==> src/rtl/mem_align_check_if.sv <==
`default_nettype none
// ---------------------------------------------------------------------------
// mem_align_check_if : MEM-stage alignment checker bus (slot in, flags out)
// Revision 1.0
// ---------------------------------------------------------------------------
interface mem_align_check_if #(
  parameter int ADDR_W = 32,
  parameter int CNT_W  = 8
);
  logic              valid_i;
  logic [5:0]        op_i;
  logic [ADDR_W-1:0] addr_i;
  logic              stall_i;
  logic              flush_i;
  logic              ack_i;
  logic              valid_o;
  logic              adel_o;
  logic              ades_o;
  logic [3:0]        be_o;
  logic [ADDR_W-1:0] badvaddr_o;
  logic              badv_valid_o;
  logic [CNT_W-1:0]  exc_cnt_o;

  modport master (
    output valid_i, op_i, addr_i, stall_i, flush_i, ack_i,
    input  valid_o, adel_o, ades_o, be_o, badvaddr_o, badv_valid_o, exc_cnt_o
  );

  modport slave (
    input  valid_i, op_i, addr_i, stall_i, flush_i, ack_i,
    output valid_o, adel_o, ades_o, be_o, badvaddr_o, badv_valid_o, exc_cnt_o
  );
endinterface
`default_nettype wire

==> src/rtl/mem_align_check.sv <==
`default_nettype none
// ---------------------------------------------------------------------------
// mem_align_check : registered load/store alignment check, byte enables,
//                   sticky BadVAddr capture and saturating fault counter
// Revision 1.0
// ---------------------------------------------------------------------------
module mem_align_check #(
  parameter int ADDR_W      = 32,
  parameter int CNT_W       = 8,
  parameter bit STORE_CHECK = 1'b1
) (
  input  wire logic        clk,
  input  wire logic        rst,
  mem_align_check_if.slave bus
);

  // MIPS I opcode field values
  localparam logic [5:0] c_OP_LB  = 6'h20;
  localparam logic [5:0] c_OP_LH  = 6'h21;
  localparam logic [5:0] c_OP_LW  = 6'h23;
  localparam logic [5:0] c_OP_LBU = 6'h24;
  localparam logic [5:0] c_OP_LHU = 6'h25;
  localparam logic [5:0] c_OP_SB  = 6'h28;
  localparam logic [5:0] c_OP_SH  = 6'h29;
  localparam logic [5:0] c_OP_SW  = 6'h2b;

  localparam logic [CNT_W-1:0] c_CNT_MAX = {CNT_W{1'b1}};

  logic [1:0]        w_a;
  logic              w_known;
  logic              w_is_load;
  logic              w_is_store;
  logic              w_misalign;
  logic [3:0]        w_be_raw;
  logic              w_adel;
  logic              w_ades;
  logic [3:0]        w_be;
  logic              w_accept;

  logic              r_valid;
  logic              r_adel;
  logic              r_ades;
  logic [3:0]        r_be;
  logic [ADDR_W-1:0] r_badvaddr;
  logic              r_badv_valid;
  logic [CNT_W-1:0]  r_cnt;

  assign w_a = bus.addr_i[1:0];

  always_comb begin
    w_known    = 1'b1;
    w_is_load  = 1'b0;
    w_is_store = 1'b0;
    w_misalign = 1'b0;
    w_be_raw   = 4'b0000;
    case (bus.op_i)
      c_OP_LW, c_OP_SW: begin
        w_is_load  = (bus.op_i == c_OP_LW);
        w_is_store = (bus.op_i == c_OP_SW);
        w_misalign = (w_a != 2'b00);
        w_be_raw   = 4'b1111;
      end
      c_OP_LH, c_OP_LHU, c_OP_SH: begin
        w_is_load  = (bus.op_i != c_OP_SH);
        w_is_store = (bus.op_i == c_OP_SH);
        w_misalign = w_a[0];
        w_be_raw   = w_a[1] ? 4'b1100 : 4'b0011;
      end
      c_OP_LB, c_OP_LBU, c_OP_SB: begin
        w_is_load  = (bus.op_i != c_OP_SB);
        w_is_store = (bus.op_i == c_OP_SB);
        w_be_raw   = 4'b0001 << w_a;
      end
      default: w_known = 1'b0;
    endcase
  end

  // Misaligned stores are suppressed (be 0000) even when they are not flagged
  assign w_adel   = bus.valid_i & w_is_load & w_misalign;
  assign w_ades   = bus.valid_i & w_is_store & w_misalign & STORE_CHECK;
  assign w_be     = (bus.valid_i & w_known & ~w_misalign) ? w_be_raw : 4'b0000;
  assign w_accept = ~bus.flush_i & ~bus.stall_i & (w_adel | w_ades);

  always_ff @(posedge clk or posedge rst) begin
    if (rst) begin
      r_valid <= 1'b0;
      r_adel  <= 1'b0;
      r_ades  <= 1'b0;
      r_be    <= 4'b0000;
    end else if (bus.flush_i) begin
      r_valid <= 1'b0;
      r_adel  <= 1'b0;
      r_ades  <= 1'b0;
      r_be    <= 4'b0000;
    end else if (!bus.stall_i) begin
      r_valid <= bus.valid_i;
      r_adel  <= w_adel;
      r_ades  <= w_ades;
      r_be    <= w_be;
    end
  end

  // First unacknowledged fault wins; an ack in the same cycle lets a new one in
  always_ff @(posedge clk or posedge rst) begin
    if (rst) begin
      r_badvaddr   <= '0;
      r_badv_valid <= 1'b0;
    end else if (w_accept && (!r_badv_valid || bus.ack_i)) begin
      r_badvaddr   <= bus.addr_i;
      r_badv_valid <= 1'b1;
    end else if (bus.ack_i) begin
      r_badv_valid <= 1'b0;
    end
  end

  always_ff @(posedge clk or posedge rst) begin
    if (rst) begin
      r_cnt <= '0;
    end else if (w_accept && (r_cnt != c_CNT_MAX)) begin
      r_cnt <= r_cnt + 1'b1;
    end
  end

  assign bus.valid_o      = r_valid;
  assign bus.adel_o       = r_adel;
  assign bus.ades_o       = r_ades;
  assign bus.be_o         = r_be;
  assign bus.badvaddr_o   = r_badvaddr;
  assign bus.badv_valid_o = r_badv_valid;
  assign bus.exc_cnt_o    = r_cnt;

endmodule
`default_nettype wire

==> src/flat_wrapper.sv <==
// flat-port wrapper written by rule: the top's interface ports become plain ports
module mem_align_check_flat 
#(
  parameter int ADDR_W      = 32,
  parameter int CNT_W       = 8,
  parameter bit STORE_CHECK = 1'b1
)
  (clk, rst, bus_valid_i, bus_op_i, bus_addr_i, bus_stall_i, bus_flush_i, bus_ack_i, bus_valid_o, bus_adel_o, bus_ades_o, bus_be_o, bus_badvaddr_o, bus_badv_valid_o, bus_exc_cnt_o);
  mem_align_check_if #(.ADDR_W(ADDR_W), .CNT_W(CNT_W)) bus_i ();
  input  wire logic clk;
  input  wire logic rst;
  input wire logic [$bits(bus_i.valid_i)-1:0] bus_valid_i;
  input wire logic [$bits(bus_i.op_i)-1:0] bus_op_i;
  input wire logic [$bits(bus_i.addr_i)-1:0] bus_addr_i;
  input wire logic [$bits(bus_i.stall_i)-1:0] bus_stall_i;
  input wire logic [$bits(bus_i.flush_i)-1:0] bus_flush_i;
  input wire logic [$bits(bus_i.ack_i)-1:0] bus_ack_i;
  output wire logic [$bits(bus_i.valid_o)-1:0] bus_valid_o;
  output wire logic [$bits(bus_i.adel_o)-1:0] bus_adel_o;
  output wire logic [$bits(bus_i.ades_o)-1:0] bus_ades_o;
  output wire logic [$bits(bus_i.be_o)-1:0] bus_be_o;
  output wire logic [$bits(bus_i.badvaddr_o)-1:0] bus_badvaddr_o;
  output wire logic [$bits(bus_i.badv_valid_o)-1:0] bus_badv_valid_o;
  output wire logic [$bits(bus_i.exc_cnt_o)-1:0] bus_exc_cnt_o;
  assign bus_i.valid_i = bus_valid_i;
  assign bus_i.op_i = bus_op_i;
  assign bus_i.addr_i = bus_addr_i;
  assign bus_i.stall_i = bus_stall_i;
  assign bus_i.flush_i = bus_flush_i;
  assign bus_i.ack_i = bus_ack_i;
  assign bus_valid_o = bus_i.valid_o;
  assign bus_adel_o = bus_i.adel_o;
  assign bus_ades_o = bus_i.ades_o;
  assign bus_be_o = bus_i.be_o;
  assign bus_badvaddr_o = bus_i.badvaddr_o;
  assign bus_badv_valid_o = bus_i.badv_valid_o;
  assign bus_exc_cnt_o = bus_i.exc_cnt_o;
  mem_align_check #(.ADDR_W(ADDR_W), .CNT_W(CNT_W), .STORE_CHECK(STORE_CHECK)) u_core (.clk(clk), .rst(rst), .bus(bus_i));
endmodule
==> config.mk <==
export PLATFORM = sky130hd
export DESIGN_NAME = mem_align_check_flat
export DESIGN_NICKNAME = d
export VERILOG_FILES = /design/src/rtl/mem_align_check_if.sv /design/src/rtl/mem_align_check.sv /design/src/flat_wrapper.sv
export SDC_FILE = /design/constraint.sdc
export NUM_CORES = 1
export LEC_CHECK = 0
export CAP_MARGIN = 0
export CORE_MARGIN = 2
export CORE_UTILIZATION = 40
export DETAILED_ROUTE_END_ITERATION = 10
export GPL_ROUTABILITY_DRIVEN = 0
export HOLD_SLACK_MARGIN = 0.12
export PLACE_DENSITY = 0.86
export SETUP_SLACK_MARGIN = 0.5
export SLEW_MARGIN = 20
export SYNTH_ARGS = -nofsm -noshare
export SYNTH_HDL_FRONTEND = slang
export SYNTH_SLANG_ARGS = --single-unit
==> constraint.sdc <==
create_clock -name clk -period 4.2 [get_ports clk]
set_input_delay 1.26 -clock clk [delete_from_list [all_inputs] [get_ports clk]]
set_output_delay 1.26 -clock clk [all_outputs]
set_load 0.05 [all_outputs]
==> metrics.yaml <==
status:
  status: "completed"
placement:
  dp_hpwl_mm: 3.50
  placed_area_um2: 3090
  io_buffers: 91
setup_path:
  crit_type: "input port to register"
  cp-end-kind: "register"
  cp.required_ps: 4380
  cp.arrival_ps: 3370
  crit_fanout: 27
  startpoint_type: "input port"
detailed_routing:
  viasPerCell: 4.97
  wirelength_mm: 4.55
  drtIter0Drc: 68
  firstDrtPassIters: 4
  drc: 0
  avgRoutedWirePerCell_um: 14.2
  vias: 1596
  antenna_left: 0
clock_tree:
  post_cts_resized: 0
  cts_hold_buffers: 0
  path_clk_slew_ps: 80
  cts-root-buf: "clkbuf_8"
  cts_buffer_depth: 2
  cts_num_sinks: 48
  htreeDepth: 2
  cts_setup_buffers: 0
  cts_buffers: 5
  clk-insertion-delay-late_ps: 290
  tritoncts: "done"
sta:
  finalCriticalPeriod_ps: 3200
  maxSlewViolCount: 0
  worst_pin_slew_ps: 808
  slew_headroom_pct: 46.1
  rsz0062_at_grt: "false"
  finClkSkew_ps: 3.42
  timing.fmax_mhz: 313
  final_hold_viol_count: 0
  setup-violations-final: 0
  hold_ws_ps: 487
  tns_ps: 0
  fin_crit_sh_pct: 76.1
synth:
  async_flop_share_pct: 100
  ys_ff_latch: 48
  synth_area_leaders: "dfrtp_1 57%, mux2_1 16%, xor2_1 2.9%, buf_6 2.1%, mux2_2 2.1%"
  synth-edff-count: 0
  yosys_warnings: 0
  synthFlopType: "dfrtp_1"
  synth.most_common_cell: "dfrtp_1"
  syn_area_um2: 2120
  yosysTopAreaCell: "dfrtp_1"
  syn_nets: 201
  syn_avg_cell_area_um2: 13.6
  seq_area_frac_synth_pct: 56.5
  synthesis.instances: 156
  synth_commonest_cells: "48 x dfrtp_1, 30 x mux2_1, 9 x nand2_1, 7 x xor2_1"
  synth_cell_types: 39
  yosysTopAreaCellShare_pct: 56.5
global_route:
  antenna_found_initial: 0
  grt_max_degree: 49
  grt.total_usage_pct: 16.0
  grt_overflow: 0
  grt_pass1_vias: 1537
  grt_pass1_wl_mm: 7.61
die:
  design.die.area_um2: 5910
  placementRows: 26
  die_x_um: 76.9
  initial_core_util_pct: 41.6
  die_y_um: 76.9
  io_pins: 92
  core-area_um2: 5110
power_and_ir_drop:
  power_density_nw_per_um2: 340
  irDropWorstVdd_mv: 0.149
  p_leak_nw: 1.42
min_path:
  hold_class: "register to register"
final_layout:
  antenna_cells: 0
  fillers: 403
  final_nets: 295
  final_util_pct: 62.4
  stdcell_area_um2: 3190
  drive_gt1_share_pct: 8.76
  areaGrowthSynthToFinish_pct: 50.0
job:
  max_cap_violations: 0
==> metrics by stage <==
step,setup WS [ps],cells,total power (W)
floorplan,1530,156,0.000694
global placement,722,313,0.000817
detailed placement,692,313,0.000822
CTS,1010,321,0.00110
global route,876,321,0.00114
finish,1000,321,0.00109
==> cell usage in the layout (no fill, tap or decap), types with 3 or more instances in the layout <==
master / instances
clkdlybuf4s50_1: 91
dfrtp_1: 48
mux2_1: 30
nand2_1: 9
xor2_1: 7
clkbuf_8: 6
nor3_1: 5
a21oi_1: 5
mux2_2: 4
nand3_1: 4
nor2b_1: 3
clkinv_2: 3
nor4b_1: 3
nand2b_1: 3
==> state kept, by name (all words and copies together) (netlist names) <==
signal                   flops
u_core.bus.adel_o            1
u_core.bus.valid_o           1
u_core.bus.ades_o            1
u_core.bus.be_o              4
u_core.bus.badvaddr_o       32
u_core.bus.exc_cnt_o         8
u_core.bus.badv_valid_o      1
==> metal layers <==
layer	global-route usage [%]	vias to the layer above	part of all wire [%]
met1	21.2	767	44
met2	26.2	68	49
met4	4.55	0	1.4
li1	-	752	-
met3	3.65	9	5.8
met5	0	-	0
==> power breakdown <==
part	switching (W)	total (W)	internal [W]
registers	0.0000184	0.000515	0.000496
clock network	0.000144	0.000275	0.000131
logic	0.000178	0.000295	0.000117
total	0.000340	0.00109	0.000745
==> cell type report <==
type / count / area, um^2 / area share, %
flip-flops and latches: 48 / 1200 / 37.7
well taps: 70 / 87.6 / 2.75
clock inverters: 2 / 10.0 / 0.314
repair buffers: 93 / 938 / 29.4
inverters: 2 / 8.76 / 0.275
clock buffers: 6 / 82.6 / 2.59
multi-input cells: 100 / 858 / 26.9
==> logic make-up after synthesis <==
group / after synthesis / synth area share (%)
DFF: 48 / 56.5
and+or+nand+nor: 42 / 13.0
muxes: 34 / 18.0
AOI/OAI and AO/OA: 16 / 5.95
buffers and inverters: 8 / 3.06
xor gates and xnor gates: 7 / 2.89
adders and majority gates: 1 / 0.589
==> critical path, stage by stage <==
cell and delay [ps]:
clkdlybuf4s50_1 520, nor3b_2 300, nand4_2 290, nor3_4 400
buf_12 240, mux2_1 340
==> final timing paths <==
| kind | startpoint | endpoint | slack (ps) | cells after the start |
|---|---|---|---|---|
| max | bus_flush_i | u_core.bus.badvaddr_o[24] | 1000 | 6 |
| max reg2reg | u_core.bus.exc_cnt_o[0] | u_core.bus.exc_cnt_o[6] | 2510 | 5 |
| min in group asynchronous | rst | u_core.bus.badvaddr_o[27] | 1430 | 2 |
| min | u_core.bus.badvaddr_o[15] | u_core.bus.badvaddr_o[15] | 490 | 1 |
| max in group asynchronous | rst | u_core.bus.badvaddr_o[26] | 2280 | 2 |
| min reg2reg | u_core.bus.badvaddr_o[15] | u_core.bus.badvaddr_o[15] | 490 | 1 |
No activity file was read; power rests on OpenSTA's default activity.
